===== src/rtl/sha256_round_ctrl.sv =====
// Control sequencer for one SHA-256 compression of a single 512-bit block.
// Walks IDLE -> LOAD -> ROUND x NUM_ROUNDS -> UPDATE -> DONE and drives the
// round-constant ROM address, the schedule select and the datapath strobes.
// Every output comes straight from a flop, so the datapath sees clean,
// glitch-free strobes with a fixed latency of 67 cycles from the start edge.
module sha256_round_ctrl #(
    parameter int NUM_ROUNDS = 64,  // compression rounds per block, at most 64
    parameter int MSG_WORDS  = 16   // rounds that take W straight from the block
) (
    input  logic        clk,
    input  logic        rst,
    input  logic        start,
    input  logic        first_block,
    input  logic        abort,
    output logic        busy,
    output logic        done,
    output logic [5:0]  k_addr,
    output logic        w_sel,
    output logic        state_load,
    output logic        iv_sel,
    output logic        round_en,
    output logic        hash_update,
    output logic [15:0] blocks_cnt
);

    typedef enum logic [2:0] {
        S_IDLE,
        S_LOAD,
        S_ROUND,
        S_UPDATE,
        S_DONE
    } state_t;

    localparam logic [5:0] LAST_ROUND = 6'(NUM_ROUNDS - 1);
    localparam logic [6:0] FIRST_EXP  = 7'(MSG_WORDS);

    state_t      state_q, state_d;
    logic [5:0]  cnt_q, cnt_d;          // round index; held at 0 outside ROUND
    logic        iv_latch_q, iv_latch_d;
    logic [15:0] blocks_cnt_q;

    logic busy_q, done_q, w_sel_q, state_load_q, iv_sel_q, round_en_q, hash_update_q;
    logic busy_d, done_d, w_sel_d, state_load_d, iv_sel_d, round_en_d, hash_update_d;

    // Next-state, round counter and IV-select latch decode.
    always_comb begin
        // NOTE: every signal gets a default before the case so no path leaves
        // it unassigned; otherwise synthesis would infer a latch.
        state_d    = state_q;
        cnt_d      = cnt_q;
        iv_latch_d = iv_latch_q;
        unique case (state_q)
            S_IDLE: begin
                // abort beats start; busy-time starts never reach this branch
                if (start && !abort) begin
                    state_d    = S_LOAD;
                    iv_latch_d = first_block;
                end
            end
            S_LOAD: begin
                cnt_d   = '0;
                state_d = abort ? S_IDLE : S_ROUND;
            end
            S_ROUND: begin
                if (abort) begin
                    state_d = S_IDLE;
                    cnt_d   = '0;
                end else if (cnt_q == LAST_ROUND) begin
                    // stop exactly after the last round, never wrap into another
                    state_d = S_UPDATE;
                    cnt_d   = '0;
                end else begin
                    cnt_d = cnt_q + 6'd1;
                end
            end
            S_UPDATE: state_d = S_DONE;   // abort is deliberately ignored here
            S_DONE:   state_d = S_IDLE;   // start is not looked at in this cycle
            default: begin
                state_d = S_IDLE;
                cnt_d   = '0;
            end
        endcase
    end

    // Output decode from the next state, so the registered outputs line up
    // with the state they describe.
    always_comb begin
        busy_d        = (state_d != S_IDLE);
        done_d        = (state_d == S_DONE);
        state_load_d  = (state_d == S_LOAD);
        iv_sel_d      = (state_d == S_LOAD) && iv_latch_d;
        round_en_d    = (state_d == S_ROUND);
        hash_update_d = (state_d == S_UPDATE);
        w_sel_d       = (state_d == S_ROUND) && ({1'b0, cnt_d} >= FIRST_EXP);
    end

    // State, round counter, IV latch and completed-block counter.
    always_ff @(posedge clk or posedge rst) begin
        if (rst) begin
            state_q      <= S_IDLE;
            cnt_q        <= '0;
            iv_latch_q   <= 1'b0;
            blocks_cnt_q <= '0;
        end else begin
            // NOTE: sequential state uses non-blocking assignments so every
            // flop samples the pre-edge values regardless of statement order.
            state_q    <= state_d;
            cnt_q      <= cnt_d;
            iv_latch_q <= iv_latch_d;
            if (state_q == S_UPDATE) begin
                blocks_cnt_q <= blocks_cnt_q + 16'd1;  // wraps modulo 2^16
            end
        end
    end

    // Registered strobes and selects presented to the datapath.
    always_ff @(posedge clk or posedge rst) begin
        if (rst) begin
            busy_q        <= 1'b0;
            done_q        <= 1'b0;
            w_sel_q       <= 1'b0;
            state_load_q  <= 1'b0;
            iv_sel_q      <= 1'b0;
            round_en_q    <= 1'b0;
            hash_update_q <= 1'b0;
        end else begin
            busy_q        <= busy_d;
            done_q        <= done_d;
            w_sel_q       <= w_sel_d;
            state_load_q  <= state_load_d;
            iv_sel_q      <= iv_sel_d;
            round_en_q    <= round_en_d;
            hash_update_q <= hash_update_d;
        end
    end

    assign busy        = busy_q;
    assign done        = done_q;
    assign k_addr      = cnt_q;
    assign w_sel       = w_sel_q;
    assign state_load  = state_load_q;
    assign iv_sel      = iv_sel_q;
    assign round_en    = round_en_q;
    assign hash_update = hash_update_q;
    assign blocks_cnt  = blocks_cnt_q;

endmodule


===== config.mk =====
export PLATFORM = sky130hd
export DESIGN_NAME = sha256_round_ctrl
export DESIGN_NICKNAME = d
export VERILOG_FILES = /design/src/rtl/sha256_round_ctrl.sv
export SDC_FILE = /design/constraint.sdc
export NUM_CORES = 1
export LEC_CHECK = 0
export BUFFER_PORTS_ARGS = -buffer_cell sky130_fd_sc_hd__buf_2
export CAP_MARGIN = 20
export CORE_ASPECT_RATIO = 0.75
export CORE_MARGIN = 2
export CORE_UTILIZATION = 50
export DETAILED_ROUTE_END_ITERATION = 16
export GPL_ROUTABILITY_DRIVEN = 0
export PLACE_DENSITY_LB_ADDON = 0.1
export SYNTH_ARGS = -nofsm -noshare
export SYNTH_HDL_FRONTEND = slang
export SYNTH_SLANG_ARGS = --single-unit

===== constraint.sdc =====
create_clock -name clk -period 2.3 [get_ports clk]
set_input_delay 0.23 -clock clk [delete_from_list [all_inputs] [get_ports clk]]
set_output_delay 0.23 -clock clk [all_outputs]
set_load 0.03 [all_outputs]

Word level (Yosys, flattened, before mapping). Cells that the tools add are included.

Register bits: 33. Input port bits: 5.

Multiplexer cells: 10. Equal/unequal tests: 9. Order comparisons: 1. Reduce and logical (&&, ||, !) cells: 7. Add/subtract/negate cells: 2.

Operators by type and width (number): 16-bit by 1-bit adder with 16-bit output, second input constant (1); 3-bit by 2-bit equality test with 1-bit output, second input constant (4); 6-bit two-way mux (2); 3-bit one-hot mux with 4 select lines (1); 6-bit one-hot mux with 2 select lines (1); 3-bit two-way mux (3); 6-bit by 1-bit adder with 6-bit output, second input constant (1); 3-bit by 1-bit equality test with 1-bit output, second input constant (2); 3-bit equality test, second input constant (2); 6-bit equality test, second input constant (1); 6-bit by 5-bit greater-or-equal comparator with 1-bit output, second input constant (1); 1-bit logical AND (3); 3-bit zero test (1); 3-bit nonzero test (1); 3-bit OR reduction (1); 1-bit two-way mux (2); 2-bit two-way mux (1); 1-bit zero test (1).

Logic depth before layout (Yosys ltp). Gate-level depths: netlist of the first run.

Depth after elaboration: 6. Depth in mapped cells: 6. Gate-level depth less buffers: 5.

Least setup slack after synthesis of the first run. Ideal clock, no wire load.

Path type: register to register. Start point: register state_q[0]. End point: register w_sel_q (netlist: w_sel). Arrival: 1.793 ns. Setup time: 0.065 ns. Cell stages (with the launch flop): 7. Setup slack: 0.442 ns. Buffers on the path: 2. Clock period less this slack: 1.858 ns. Path through: dfrtp_1 -> buf_6 -> or4b_1 -> buf_2 -> or4_4 -> o211ai_2 -> o21a_1.

Word-level cells in the longest chain between the ends: 5. Elaborated cells on any way between the ends: 14. Those cells by class: 1 x order compare; 5 x eq/ne; 5 x mux; 3 x reduce/logical.

Ends and longest elaborated chain: start, declared (RTL line 37) `state_t state_q, state_d;`; start signal, assigned (RTL line 107) `state_q <= state_d;`; 3-bit by 2-bit equality test with 1-bit output (tied with other cells) (RTL line 52) `unique case (state_q)`; 3-bit OR reduction (no source line); 6-bit one-hot mux with 2 select lines * (RTL line 52); via cnt_d[5] (RTL line 38) `logic [5:0] cnt_q, cnt_d;`; 6-bit by 5-bit greater-or-equal comparator with 1-bit output * (RTL line 94) `w_sel_d = (state_d == S_ROUND) && ({1'b0, cnt_d} >= FIRST_EXP);`; 1-bit logical AND * (RTL line 94); via w_sel_d (RTL line 43) `logic busy_d, done_d, w_sel_d, state_load_d, iv_sel_d, round_en_d, hash_update_d;`; end signal, assigned (RTL line 129) `w_sel_q <= w_sel_d;`; end, declared (RTL line 42) `logic busy_q, done_q, w_sel_q, state_load_q, iv_sel_q, round_en_q, hash_update_q;`.

Mark *: on every way through the listed nets, which the timed path passes. The rest lies on a longest branch. A chain may end at the register's enable or synchronous reset.

Final worst setup path of the first run. Same ends and word-level chain as after synthesis.

==> results of run 1 <==
==> area by class of cell <==
type	count	area [um^2]	area share (%)
Clock inverter	1	7.51	0.442
Timing Repair Buffer	34	173	10.2
Sequential cell	32	801	47.2
Clock buffer	7	86.3	5.09
Tap cell	36	45.0	2.65
Inverter	5	18.8	1.11
Multi-Input combinational cell	84	566	33.3
==> registers in the layout, indices dropped and copies added (netlist names) <==
signal / flops
done: 1
blocks_cnt: 16
state_load: 1
busy: 1
state_q: 3
round_en: 1
k_addr: 6
hash_update: 1
w_sel: 1
iv_sel: 1
==> metal layers <==
layer	global-route usage [%]	wire length, um	vias up	share of wire, %
met5	0	0	-	0
met4	7.29	48	0	1.8
met3	7.76	178	6	6.7
met2	28.6	1170	27	44
met1	24.4	1250	480	47
li1	-	-	499	-
==> metrics by stage <==
step                instance area [um^2]  worst slack, ps  hold WS [ps]  power [uW]
finish                              1700              323          10.9        1280
global route                        1700              275          67.1        1350
CTS                                 1700              321          23.7        1300
detailed placement                  1600              333           335         846
global placement                    1600              404           327         839
floorplan                           1410              442           301         787
==> cell usage in the layout, fill, tap and decap left out, types with 2 or more instances in the layout <==
master      n
and3_1      2
buf_2      33
dfrtp_1    32
nand2_1     6
nand2b_1    3
and3b_1     2
clkbuf_8    6
nor2_1      9
inv_1       5
xnor2_1    12
and4_1      3
or2_1       2
nor3_1      4
ha_1        2
o21ai_0     5
o2bb2ai_1   2
nand4_1     4
xor2_1      5
nand3_1     8
o21bai_1    2
nor2b_1     3
==> final timing paths <==
| kind | to | slack [ps] |
|---|---|---|
| worst min-delay path | blocks_cnt[14] | 10 |
| max in group asynchronous | blocks_cnt[0] | 2000 |
| worst min register to register | blocks_cnt[15] | 470 |
| worst max-delay path | w_sel | 320 |
| min in group clk | iv_sel | 150 |
| worst max register to register | w_sel | 320 |
==> where the power goes <==
group	internal, uW	switching [uW]
registers	598	40.0
logic	65.9	133
clock network	243	202
==> worst max-delay path: stages, from the launching register on <==
cell	delay, ps
dfrtp_1	470
or4b_1	650
or4_4	560
o211ai_2	90
o21a_1	140
==> cells in the mapped netlist <==
library cell	number	share of area, %
o211ai_2	1	0.89
o21a_1	1	0.53
inv_1	5	1.3
nand2b_1	3	1.3
nor3_1	4	1.4
ha_1	2	1.8
nor3b_1	1	0.53
nand4_1	4	1.8
xor2_1	5	3.1
or2_1	2	0.89
nor2b_1	3	1.3
and2_1	1	0.45
mux2_2	1	0.80
a21o_1	1	0.53
and3b_1	2	1.2
nand2_1	6	1.6
or4b_1	1	0.71
o21bai_1	2	1.1
a21boi_0	1	0.53
and4_1	3	1.9
o21ai_0	5	1.8
xnor2_1	12	7.5
buf_2	1	0.36
or4_4	1	0.80
clkbuf_1	1	0.27
buf_6	1	0.80
and3_1	2	0.89
nand3_1	8	2.8
o2bb2ai_1	2	1.2
o21ai_1	1	0.36
dfrtp_1	32	57
nor2_1	9	2.4
==> cell families after synthesis <==
group,after synthesis
buffers and inverters,8
AOI/OAI and AO/OA,14
and+or+nand+nor,50
adders and majority gates,2
xor gates and xnor gates,17
muxes,1
DFF,32
==> metrics.md, run 1 <==
| Metric | Value |
|---|---|
| Status | finished clean |
| Worst VDD drop | 0.000481 V |
| Fmax achieved | 506 MHz |
| Final wirelength | 2650 um |
| Power density cells | 755 mW/mm^2 |
| Per-cell routed wire length | 13.3 um |
| First-pass GRT wire length | 4520 um |
| TritonCTS Sinks | 32 |
| Cts hold-fix bufs | 0 |
| Port Buf Inserts | 33 |
| Sequential share of the synthesized area | 57.0% |
| First-pass iteration count of the detailed router | 4 |
| Die area | 0.00325 mm^2 |
| Placeable Area | 0.00264 mm^2 |
| Syn Area/Cell | 11.3 um^2 |
| Min-delay worst type | in -> async |
| Ys Warns | 0 |
| Max Cap Violations | 0 |
| Reg2Reg Depth | 4 |
| Post-Place Cells | 191 |
| Critical path fanouts, max | 9 |
| Post-synthesis xor/xnor area fraction | 10.6% |
| Final core occ | 64.2% |
| Synth unique cells | 32 |
| # IOs | 34 |
| Complex-gate fraction of the synthesized area | 6.95% |
| Die Y-Extent | 49.9 um |
| Vias per cell | 5.09 |
| DP Wirelength | 1840 um |
| CTS Buffer Depth | 2 |
| Num CTS Buffers | 5 |
| Worst-path clk slew | 70 ps |
| Mapped Cells | 124 |
| Simple-Gate Fraction of Synth Area | 20.1% |
| Largest net degree at the start of global routing | 33 |
| Slew @ Worst Pin | 404 ps |
| Share of post-route cells with drive strength above 1 | 27.0% |
| Detailed-route via count | 1012 |
| Htree depth | 2 |
| Synth Register Bits | 32 |
| Worst EP arrival | 2200 ps |
| Initial Utilization | 53.2% |
| Die width | 65.2 um |
| Main combinational cell family by area after synthesis | simple AND/OR/NAND/NOR gates |
| Synth Area in Adders | 1.78% |
| Antenna violations before repair | 0 |
| Period utilization | 85.9% |
| Syn Nets | 131 |
| Post-route insts no fill | 199 |
| Fill cell count | 235 |
| CTS resizes | 0 |
| DRC violations left | 0 |
| Clock skew | 5.82 ps |
| Pins Over Slew Limit | 0 |
| Reg2reg start | state_q[0] |
| Syn Std Cell Area | 0.00141 mm^2 |
| Final hold vios | 0 |
| Minimum clock period | 1980 ps |
| Root Driver | clkbuf_8 |
| Setup bufs post-CTS | 0 |
| Total track usage | 18.9% |
| Row count | 16 |
| Crit start category | flip-flop |
| Clk_lat worst skew | 280 ps |
| Crit path kind | reg -> reg |
| Post-synthesis mux area share | 0.801% |
| Slew HR | 73.0% |
| Vias in the first global route | 976 |
| NumNets Final | 169 |
| Setup Viol. Count Final | 0 |
| Sum Neg Setup Slack | 0 ps |
| TritonCTS clock tree | yes |
| Syn-to-layout area delta | 20.7% |
| Worst Setup SP | state_q[0] |
| Lkg Pwr | 0.000888 uW |
| Antenna Nets Post-Route | 0 |
| Critical path endpoint category | flip-flop |
| # diodes | 0 |
| Worst Path Required | 2520 ps |
| Congestion Overflow GR | 0 |
| DRT iter0 DRCs | 21 |
| Unrepaired setup endpoints after global routing | false |
(Power assumes the default switching activity.)
==> inputs of run 2 (changes only) <==
Settings changed: CORE_MARGIN 2 to 1.
==> metrics.md, run 2 (synthesis results as in run 1) <==
| Metric | Value |
|---|---|
| Worst VDD drop | 0.000608 V |
| Unrepaired setup endpoints after global routing | false |
| Detailed-route via count | 1022 |
| Vias in the first global route | 857 |
| TritonCTS Sinks | 32 |
| Period utilization | 84.6% |
| Die Y-Extent | 47.9 um |
| Slew @ Worst Pin | 397 ps |
| CTS Buffer Depth | 2 |
| Cts hold-fix bufs | 0 |
| Most frequent cells in the layout | 33 x buf_2, 32 x dfrtp_1, 12 x xnor2_1, 9 x nor2_1, 8 x nand3_1 |
| Root Driver | clkbuf_8 |
| DRT iter0 DRCs | 19 |
| Power density cells | 748 mW/mm^2 |
| Critical path fanouts, max | 9 |
| # diodes | 0 |
| Htree depth | 2 |
| TritonCTS clock tree | yes |
| Largest register FFs | 16 |
| FF-to-FF End | w_sel |
| Num CTS Buffers | 5 |
| Share of post-route cells with drive strength above 1 | 26.4% |
| Clock skew | 5.39 ps |
| Placeable Area | 0.00264 mm^2 |
| Slew HR | 73.5% |
| Status | finished clean |
| Final hold vios | 0 |
| Min-delay worst type | in -> async |
| Minimum clock period | 1950 ps |
| Sum Neg Setup Slack | 0 ps |
| Final wirelength | 2580 um |
| NumNets Final | 169 |
| Crit start category | flip-flop |
| Setup bufs post-CTS | 0 |
| Max Cap Violations | 0 |
| Total track usage | 18.4% |
| First-pass GRT wire length | 3910 um |
| Commonest non-fill, non-tap cell in the layout | buf_2 |
| Die width | 63.2 um |
| CTS resizes | 0 |
| Final instance area | 0.00169 mm^2 |
| Pins Over Slew Limit | 0 |
| Critical path endpoint category | flip-flop |
| Setup Viol. Count Final | 0 |
| Lkg Pwr | 0.000889 uW |
| Port Buf Inserts | 33 |
| Per-cell routed wire length | 13.0 um |
| First-pass iteration count of the detailed router | 4 |
| R2R Setup Slk | 350 ps |
| Largest net degree at the start of global routing | 33 |
| Fill cell count | 242 |
| Vias per cell | 5.14 |
| Worst-path clk slew | 60 ps |
| Worst Path Required | 2520 ps |
| Die area | 0.00303 mm^2 |
| Antenna Nets Post-Route | 0 |
| Initial Utilization | 53.2% |
| Antenna violations before repair | 0 |
| # IOs | 34 |
| Fmax achieved | 514 MHz |
| Final core occ | 64.1% |
| Congestion Overflow GR | 0 |
| Reg2Reg Depth | 4 |
| Reg2reg start | state_q[0] |
| DP Wirelength | 1840 um |
| Clk_lat worst skew | 280 ps |
| Crit path kind | reg -> reg |
| Dpl cell area | 0.00160 mm^2 |
| Row count | 16 |
| Syn-to-layout area delta | 20.5% |
| Worst EP arrival | 2170 ps |
| DRC violations left | 0 |
## run 2: per-layer routing
| metal | global-route usage [%] | vias to the layer above | part of all wire [%] |
|---|---|---|---|
| met5 | 0 | - | 0 |
| met4 | 12.3 | 0 | 1.5 |
| met3 | 7.14 | 5 | 6.9 |
| met2 | 27.5 | 28 | 43 |
| met1 | 22.8 | 486 | 48 |
| li1 | - | 503 | - |
## run 2: worst max-delay path by stage
stage	startpoint	to	slack, ps	cells past startpoint
finish	state_q[0]	w_sel	350	4
global route	state_q[0]	w_sel	280	4
CTS	state_q[0]	w_sel	350	4
detailed placement	state_q[0]	w_sel	370	4
global placement	state_q[0]	w_sel	400	4
floorplan	state_q[0]	w_sel	440	6
## run 2: critical path, cell delays in order (launching register included)
cell	delay, ps
dfrtp_1	460
or4b_1	630
or4_4	560
o211ai_2	90
o21a_1	150
## run 2: power by group
| group | switching, uW | internal, uW |
|---|---|---|
| combinational | 132 | 65.5 |
| sequential | 37.8 | 598 |
| clock | 189 | 244 |
| total | 359 | 907 |
## run 2: stage by stage
| stage | hold slack, ps | power (uW) | setup slack (ps) | cells |
|---|---|---|---|---|
| final | 26.2 | 1270 | 354 | 199 |
| after global routing | 84.0 | 1330 | 278 | 199 |
| after CTS | 36.6 | 1280 | 354 | 199 |
| after detailed placement | 336 | 845 | 367 | 191 |
| after global placement | 327 | 840 | 405 | 191 |
| after floorplan | 301 | 787 | 442 | 124 |
## run 2: cell type report
type	count	area, um^2	share of cell area, %
well taps	36	45.0	2.66
repair buffers	34	173	10.2
clock buffers	8	90.1	5.32
inverters	5	18.8	1.11
multi-input cells	84	566	33.4
flip-flops and latches	32	801	47.3
